==> src/rtl/irq_pkg.sv <==
// irq_pkg: shared state encoding, default source count and ID-width helper for irq_ctrl
package irq_pkg;
  localparam int IRQ_N_SRC = 4;
  typedef enum logic [1:0] {
    IRQ_IDLE    = 2'd0,
    IRQ_ASSERT  = 2'd1,
    IRQ_HOLDOFF = 2'd2
  } irq_state_t;
  function automatic int irq_id_w(input int n);
    return (n > 1) ? $clog2(n) : 1;
  endfunction
endpackage

==> src/rtl/irq_pick.sv <==
// irq_pick: combinational picker, first eligible source searching upward from ptr with wrap
module irq_pick import irq_pkg::*; #(
  parameter int N_SRC = IRQ_N_SRC,
  parameter int ID_W  = irq_id_w(N_SRC)
) (
  input  logic [N_SRC-1:0] elig,
  input  logic [ID_W-1:0]  ptr,
  output logic             found,
  output logic [ID_W-1:0]  id
);
  logic [N_SRC-1:0] rot;
  function automatic logic [ID_W-1:0] wrap(input logic [ID_W-1:0] p, input int i);
    int s;
    s = int'(p) + i;
    if (s >= N_SRC) s -= N_SRC;
    return ID_W'(s);
  endfunction
  assign rot   = N_SRC'({elig, elig} >> ptr);
  assign found = |rot;
  // walk from the far end so the closest set bit to ptr is written last and wins
  always_comb begin
    id = '0;
    for (int i = N_SRC - 1; i >= 0; i--)
      if (rot[i]) id = wrap(ptr, i);
  end
endmodule

==> src/rtl/irq_ctrl.sv <==
// irq_ctrl: shares int0 among N_SRC edge-triggered sources; IRQ_RR_EN selects round-robin instead of fixed priority
module irq_ctrl import irq_pkg::*; #(
  parameter int               N_SRC    = IRQ_N_SRC,
  parameter int               ID_W     = irq_id_w(N_SRC),
  parameter logic [N_SRC-1:0] MASK_RST = '1
) (
  input  logic             clk,
  input  logic             rst,
  input  logic [N_SRC-1:0] src_irq,
  input  logic             mask_we,
  input  logic [N_SRC-1:0] mask_wdata,
  input  logic             int_ack,
  output logic             int0,
  output logic [ID_W-1:0]  int_id,
  output logic [N_SRC-1:0] pending,
  output logic [N_SRC-1:0] mask
);
  irq_state_t       state, state_n;
  logic [N_SRC-1:0] src_q, rise, clr;
  logic [ID_W-1:0]  ptr, pick_id;
  logic             found, ack_hit;
  assign rise    = src_irq & ~src_q;
  assign ack_hit = (state == IRQ_ASSERT) && int_ack;
  assign clr     = {{(N_SRC-1){1'b0}}, ack_hit} << int_id;
  assign int0    = (state == IRQ_ASSERT);
  irq_pick #(.N_SRC(N_SRC), .ID_W(ID_W)) u_pick (
    .elig  (pending & mask),
    .ptr   (ptr),
    .found (found),
    .id    (pick_id)
  );
`ifdef IRQ_RR_EN
  logic [ID_W-1:0] rr_ptr;
  // after each ack the search restarts just past the source that was served
  always_ff @(posedge clk or negedge rst)
    if (!rst) rr_ptr <= '0;
    else if (ack_hit) rr_ptr <= (int_id == ID_W'(N_SRC - 1)) ? '0 : int_id + 1'b1;
  assign ptr = rr_ptr;
`else
  assign ptr = '0;
`endif
  // edge history, pending (new edge beats ack clear), mask and latched winner
  always_ff @(posedge clk or negedge rst)
    if (!rst) begin
      src_q   <= '0;
      pending <= '0;
      mask    <= MASK_RST;
      int_id  <= '0;
    end else begin
      src_q   <= src_irq;
      pending <= (pending & ~clr) | rise;
      if (mask_we) mask <= mask_wdata;
      if (state == IRQ_IDLE && found) int_id <= pick_id;
    end
  // state register
  always_ff @(posedge clk or negedge rst)
    if (!rst) state <= IRQ_IDLE;
    else state <= state_n;
  // IDLE -> ASSERT on any eligible source, ASSERT -> HOLDOFF on ack, HOLDOFF -> IDLE
  always_comb begin
    state_n = IRQ_IDLE;
    state_n = (state == IRQ_ASSERT) ? (int_ack ? IRQ_HOLDOFF : IRQ_ASSERT) :
              (state == IRQ_IDLE && found) ? IRQ_ASSERT : IRQ_IDLE;
  end
endmodule

==> config.mk <==
export PLATFORM = sky130hd
export DESIGN_NAME = irq_ctrl
export DESIGN_NICKNAME = d
export VERILOG_FILES = /design/src/rtl/irq_pkg.sv /design/src/rtl/irq_pick.sv /design/src/rtl/irq_ctrl.sv
export SDC_FILE = /design/constraint.sdc
export NUM_CORES = 1
export LEC_CHECK = 0
export BUFFER_PORTS_ARGS = -buffer_cell sky130_fd_sc_hd__buf_2
export CAP_MARGIN = 20
export CORE_ASPECT_RATIO = 1.4
export CORE_MARGIN = 2
export CORE_UTILIZATION = 35
export CTS_CLUSTER_SIZE = 25
export DETAILED_ROUTE_END_ITERATION = 10
export PLACE_DENSITY_LB_ADDON = 0.08
export SYNTH_ARGS = -nofsm -noshare
export SYNTH_HDL_FRONTEND = slang
export SYNTH_HIERARCHICAL = 1
export SYNTH_SLANG_ARGS = --single-unit
==> constraint.sdc <==
create_clock -name clk -period 2.4 [get_ports clk]
set_input_delay 0.12 -clock clk [delete_from_list [all_inputs] [get_ports clk]]
set_output_delay 0.12 -clock clk [all_outputs]
set_load 0.005 [all_outputs]
==> out/metrics.cfg, run 1 <==
[global_route]
grt.total_usage_pct=13.5
grt_pass1_wl_um=2420
grt_overflow=0
grt_pass1_vias=567
antenna_found_initial=0
grt_max_degree=17

[floorplanning]
core.rowCount=19
die_w_um=42.5
die_y_um=57.9
dieArea_um2=2460
start_util_pct=36.8
ios=23
coreArea_um2=1970

[timing]
rsz0062_at_grt=no
final-max-slew-violation-count=0
hold_violations=0
setup_viol=0
tns_ns=0
period_share_pct=64.9
whs_ns=0.0462
fmax_ghz=0.642
fin_skew_ns=0.00133
final.min_clock_period_ns=1.56

[yosys]
yosysSeqAreaShare_pct=55.8
post-synth-top-area-fraction_pct=41.3
synthDistinctLibCells=19
synth_area_per_cell_um2=11.2
synthTopCellsByArea=dfrtp_1, dfstp_2, mux2_2
syn_area_um2=727
synthCells=65
yosys_warnings=6
ys_seq_elements=16
synth_top_area_cell=dfrtp_1

[cts]
cts_tree=done
cts.path.max_buffers=2
cts_root_buf=clkbuf_4
clk_pin_slew_ns=0.09
clock_latency_ns=0.28
htree_levels=1
cts_buffers=3
clock-sinks=16

[hold_path]
min_path_cells=2
hold_class=primary input to flip-flop

[setup_path]
reg2reg_slack_ns=0.84
path_class=flip-flop to flip-flop
r2r_start=mask[0]$_DFFE_PN1P_
crit_path_end=int_id[0]$_DFFE_PN0P_
worst-endpoint-arrival_ns=1.73
critPathLaunchType=flip-flop
startpoint=mask[0]$_DFFE_PN1P_
cp_data_required_time_ns=2.57
worstRegToRegCells=5
cp-end-kind=flip-flop
worstPathMaxFanout=4
r2r_end=int_id[0]$_DFFE_PN0P_

[detailed_routing]
wl_per_cell_um=11.7
drt-vias-per-instance=4.63
ant_nets=0
drt_iter0_drc=10
wirelength_um=1440
vias=570
drc_errors=0
dr.pass1.iters=4

[power_and_ir_drop]
p_per_area_nw_per_um2=814
peakVddDrop_mv=0.442
power_leakage_nw=0.489
total_power_w=0.000792

[finish]
final_common_cell=buf_2
n_antenna_cell=0
area_growth_pct=33.7
drive_above_1_share_pct=39.2
nNetsFinal=115
mostFrequentLayoutCells=buf_2, inv_1, dfrtp_1
final_util_pct=49.3
instances_no_fill=123

[run_status]
status=finished, final reports clean

[placed_design]
io_buffers=22
dp.cells=114
dpl.hpwl_um=1080
gp_congestion=0.689

[run]
max_cap_viol_count=0

==> final cells by class <==
class | count | area, um2
timing repair buffer | 27 | 160
multi-input combinational | 42 | 295
clock buffer | 4 | 36.3
tap | 21 | 26.3
sequential | 16 | 405
inverter | 13 | 48.8
fill | 215 | 1000
==> cells by family (layout without fill, tap and decap cells) <==
group	count (synthesis)	in the layout	share of synthesized area (%)
buf+inv	13	44	6.71
flops	16	16	55.8
other cells	1	7	0.516
mux	6	6	9.29
simple gates	17	17	15.8
compound gates	12	12	11.9
==> stage by stage <==
step	cell area, um2	setup slack (ns)
floorplan	749	0.914
global placement	886	0.870
detailed placement	886	0.845
CTS	972	0.816
global route	972	0.713
finish	972	0.842
==> report_power, final <==
group	switching [W]	leakage (nW)	internal (W)	total, W
registers	0.0000586	0.174	0.000327	0.000386
logic	0.0000974	0.294	0.000132	0.000230
clock network	0.0000837	0.0210	0.0000922	0.000176
==> worst min path at each step <==
| stage | start | slack, ns | to |
|---|---|---|---|
| finish | int_ack | 0.05 | state[0]$_DFF_PN0_ |
| global route | int_ack | 0.04 | state[0]$_DFF_PN0_ |
| CTS | int_ack | 0.03 | state[0]$_DFF_PN0_ |
| detailed placement | rst | 0.05 | state[0]$_DFF_PN0_ |
| global placement | rst | 0.06 | state[0]$_DFF_PN0_ |
| floorplan | rst | -0.18 | int_id[0]$_DFFE_PN0P_ |
==> sequential cells by signal, summed over array words and instances, names as in the netlist <==
signal and flops:
src_q 4, mask 4, state 2, pending 4, int_id 2
==> synthesized netlist by cell type <==
cell	number
nor3b_2	1
dfrtp_1	12
a21oi_1	4
and4bb_2	1
mux2_2	6
nand3_1	1
dfstp_2	4
and2b_2	1
and4b_2	1
o21ai_1	1
nor2_1	2
conb_1	1
inv_1	13
a221o_1	1
o221ai_1	5
nand2_1	2
a211oi_1	1
nand2b_1	3
and2_1	5
==> critical path: stages (launching register included) <==
cell and delay [ns]:
dfstp_2 0.54, and2_1 0.18, inv_1 0.07, nand3_1 0.09
nor3b_2 0.21, mux2_2 0.35
==> layer usage <==
metal | track usage, % | part of all wire, % | up-vias
met2 | 22.2 | 47 | 15
met3 | 1.87 | 4.4 | 4
met1 | 16.0 | 45 | 260
li1 | - | - | 291
met4 | 9.38 | 2.7 | 0
met5 | 0 | 0 | -
==> timing repair <==
| item | 4_1_cts | 5_1_grt |
|---|---|---|
| hold buffers | 5 | 0 |
| gates resized for setup | 0 | 0 |
| setup buffers | 0 | 0 |
| endpoints found under the setup margin | 0 | 0 |
| hold endpoints to repair | 16 | 0 |
Note: power is estimated with default switching activity, not from simulation.
==> inputs of run 2 (changes only) <==
- clock period: 2.4 -> 1.6 ns (I/O delays scaled with it)
==> run 2 against run 1 <==
Against the previous run: global-route usage up 1.5 points; sequential cell count did not move; die area is the same; critical path type unchanged; fmax increased by 3.9%; via count is 3.7% higher; highest routed layer unchanged; largest power group unchanged.
==> out/metrics.cfg, run 2 (same netlist as run 1, synthesis figures left out) <==
[run_status]
status=finished, final reports clean

[finish]
drive_above_1_share_pct=43.4
regArea_um2=405
final_common_cell=buf_2
instances_no_fill=127
mostFrequentLayoutCells=buf_2, inv_1, dfrtp_1
area_growth_pct=39.4
n_antenna_cell=0
multi_input_area_um2=314
final_util_pct=51.4
final_area_um2=1010
nFillCells=192
nNetsFinal=119
reg_top3=mask (4), pending (4), src_q (4)

[power_and_ir_drop]
peakVddDrop_mv=0.477
power_leakage_nw=0.511
p_per_area_nw_per_um2=1200

[detailed_routing]
drc_errors=0
wl_per_cell_um=12.1
dr.pass1.iters=4
drt_iter0_drc=9
wirelength_um=1530
vias=591
ant_nets=0
drt-vias-per-instance=4.65

[setup_path]
r2r_start=mask[2]$_DFFE_PN1P_
worstRegToRegCells=5
reg2reg_slack_ns=0.1
slowest_delay_ns=0.57
r2r_end=int_id[0]$_DFFE_PN0P_
critPathLaunchType=flip-flop
worstPathMaxFanout=3
cp-end-kind=flip-flop
path_cells=and2_4 > inv_1 > nand3_2 > nor3b_4 > mux2_2
path_class=flip-flop to flip-flop
worst-endpoint-arrival_ns=1.68
cp_data_required_time_ns=1.78
slowest_stage=dfstp_2

[global_route]
grt_pass1_vias=571
antenna_found_initial=0
grt_pass1_wl_um=2660
grt_max_degree=17
grt_overflow=0
grt.total_usage_pct=15.0

[floorplanning]
die_y_um=57.9
die_w_um=42.5
start_util_pct=36.8
ios=23
coreArea_um2=1970
dieArea_um2=2460
core.rowCount=19

[cts]
htree_levels=1
cts_buffers=3
cts.path.max_buffers=2
clk_pin_slew_ns=0.09
cts_tree=done
post_cts_buffers=0
clock_latency_ns=0.30
cts_root_buf=clkbuf_4
clock-sinks=16

[timing]
tns_ns=0
hold_violations=0
fmax_ghz=0.667
whs_ns=0.0154
setup_viol=0
final.min_clock_period_ns=1.50
period_share_pct=93.8
fin_skew_ns=0.00694
rsz0062_at_grt=no
final-max-slew-violation-count=0

[placed_design]
dp.cells=117
placed_area_um2=908
io_buffers=22
dpl.hpwl_um=1170
gp_congestion=0.696

[hold_path]
min_path_cells=2
holdPathEnd=mask[3]$_DFFE_PN1P_
hold_class=primary input to flip-flop
min_from=mask_wdata[3]

[run]
max_cap_viol_count=0

[run 2: power breakdown]
| part | total, W | switching, W | internal [W] |
|---|---|---|---|
| Clock | 0.000231 | 0.000134 | 0.0000971 |
| Sequential | 0.000577 | 0.0000860 | 0.000491 |
| Combinational | 0.000409 | 0.000166 | 0.000242 |
| Total | 0.00122 | 0.000387 | 0.000830 |
[run 2: how the worst max path moves through the flow]
stage                                    from               endpoint  slack, ns
after floorplan           mask[0]$_DFFE_PN1P_  int_id[0]$_DFFE_PN0P_       0.11
after global placement    mask[2]$_DFFE_PN1P_  int_id[0]$_DFFE_PN0P_       0.06
after detailed placement  mask[2]$_DFFE_PN1P_  int_id[0]$_DFFE_PN0P_       0.03
after CTS                 mask[2]$_DFFE_PN1P_  int_id[0]$_DFFE_PN0P_       0.02
after global routing      mask[0]$_DFFE_PN1P_  int_id[1]$_DFFE_PN0P_       0.02
final                     mask[2]$_DFFE_PN1P_  int_id[0]$_DFFE_PN0P_        0.1
[run 2: cell type report]
| class | count | share of cell area, % |
|---|---|---|
| clock buffer | 4 | 2.59 |
| inverter | 13 | 4.81 |
| multi-input combinational | 42 | 31.0 |
| sequential | 16 | 40.0 |
| tap | 21 | 2.59 |
| timing repair buffer | 31 | 19.0 |
[run 2: worst max-delay path, delay by kind of cell (launching register included)]
family | cells | cell delay (ns)
buffers and inverters | 1 | 0.05
AND/OR/NAND/NOR | 3 | 0.42
multiplexers | 1 | 0.35
flip-flops | 1 | 0.57
[run 2: what timing repair did]
item | CTS | global route
hold buffers | 6 | 0
hold endpoints to repair | 21 | 0
endpoints found under the setup margin | 0 | 2
gates resized for setup | 0 | 5
[run 2: layer usage]
metal	GRT usage, %	share of wire [%]	up-vias
met5	0	0	-
met4	9.38	2.7	0
met3	1.87	3.7	5
met2	25.3	52	15
met1	17.8	42	278
li1	-	-	293
[run 2: through the flow]
step,setup WS [ns],power [W]
2_1_floorplan,0.114,0.000782
6_report,0.0999,0.00122
4_1_cts,0.0212,0.00121
3_5_place_dp,0.0308,0.000960
3_3_place_gp,0.0580,0.000958
5_1_grt,0.0181,0.00131
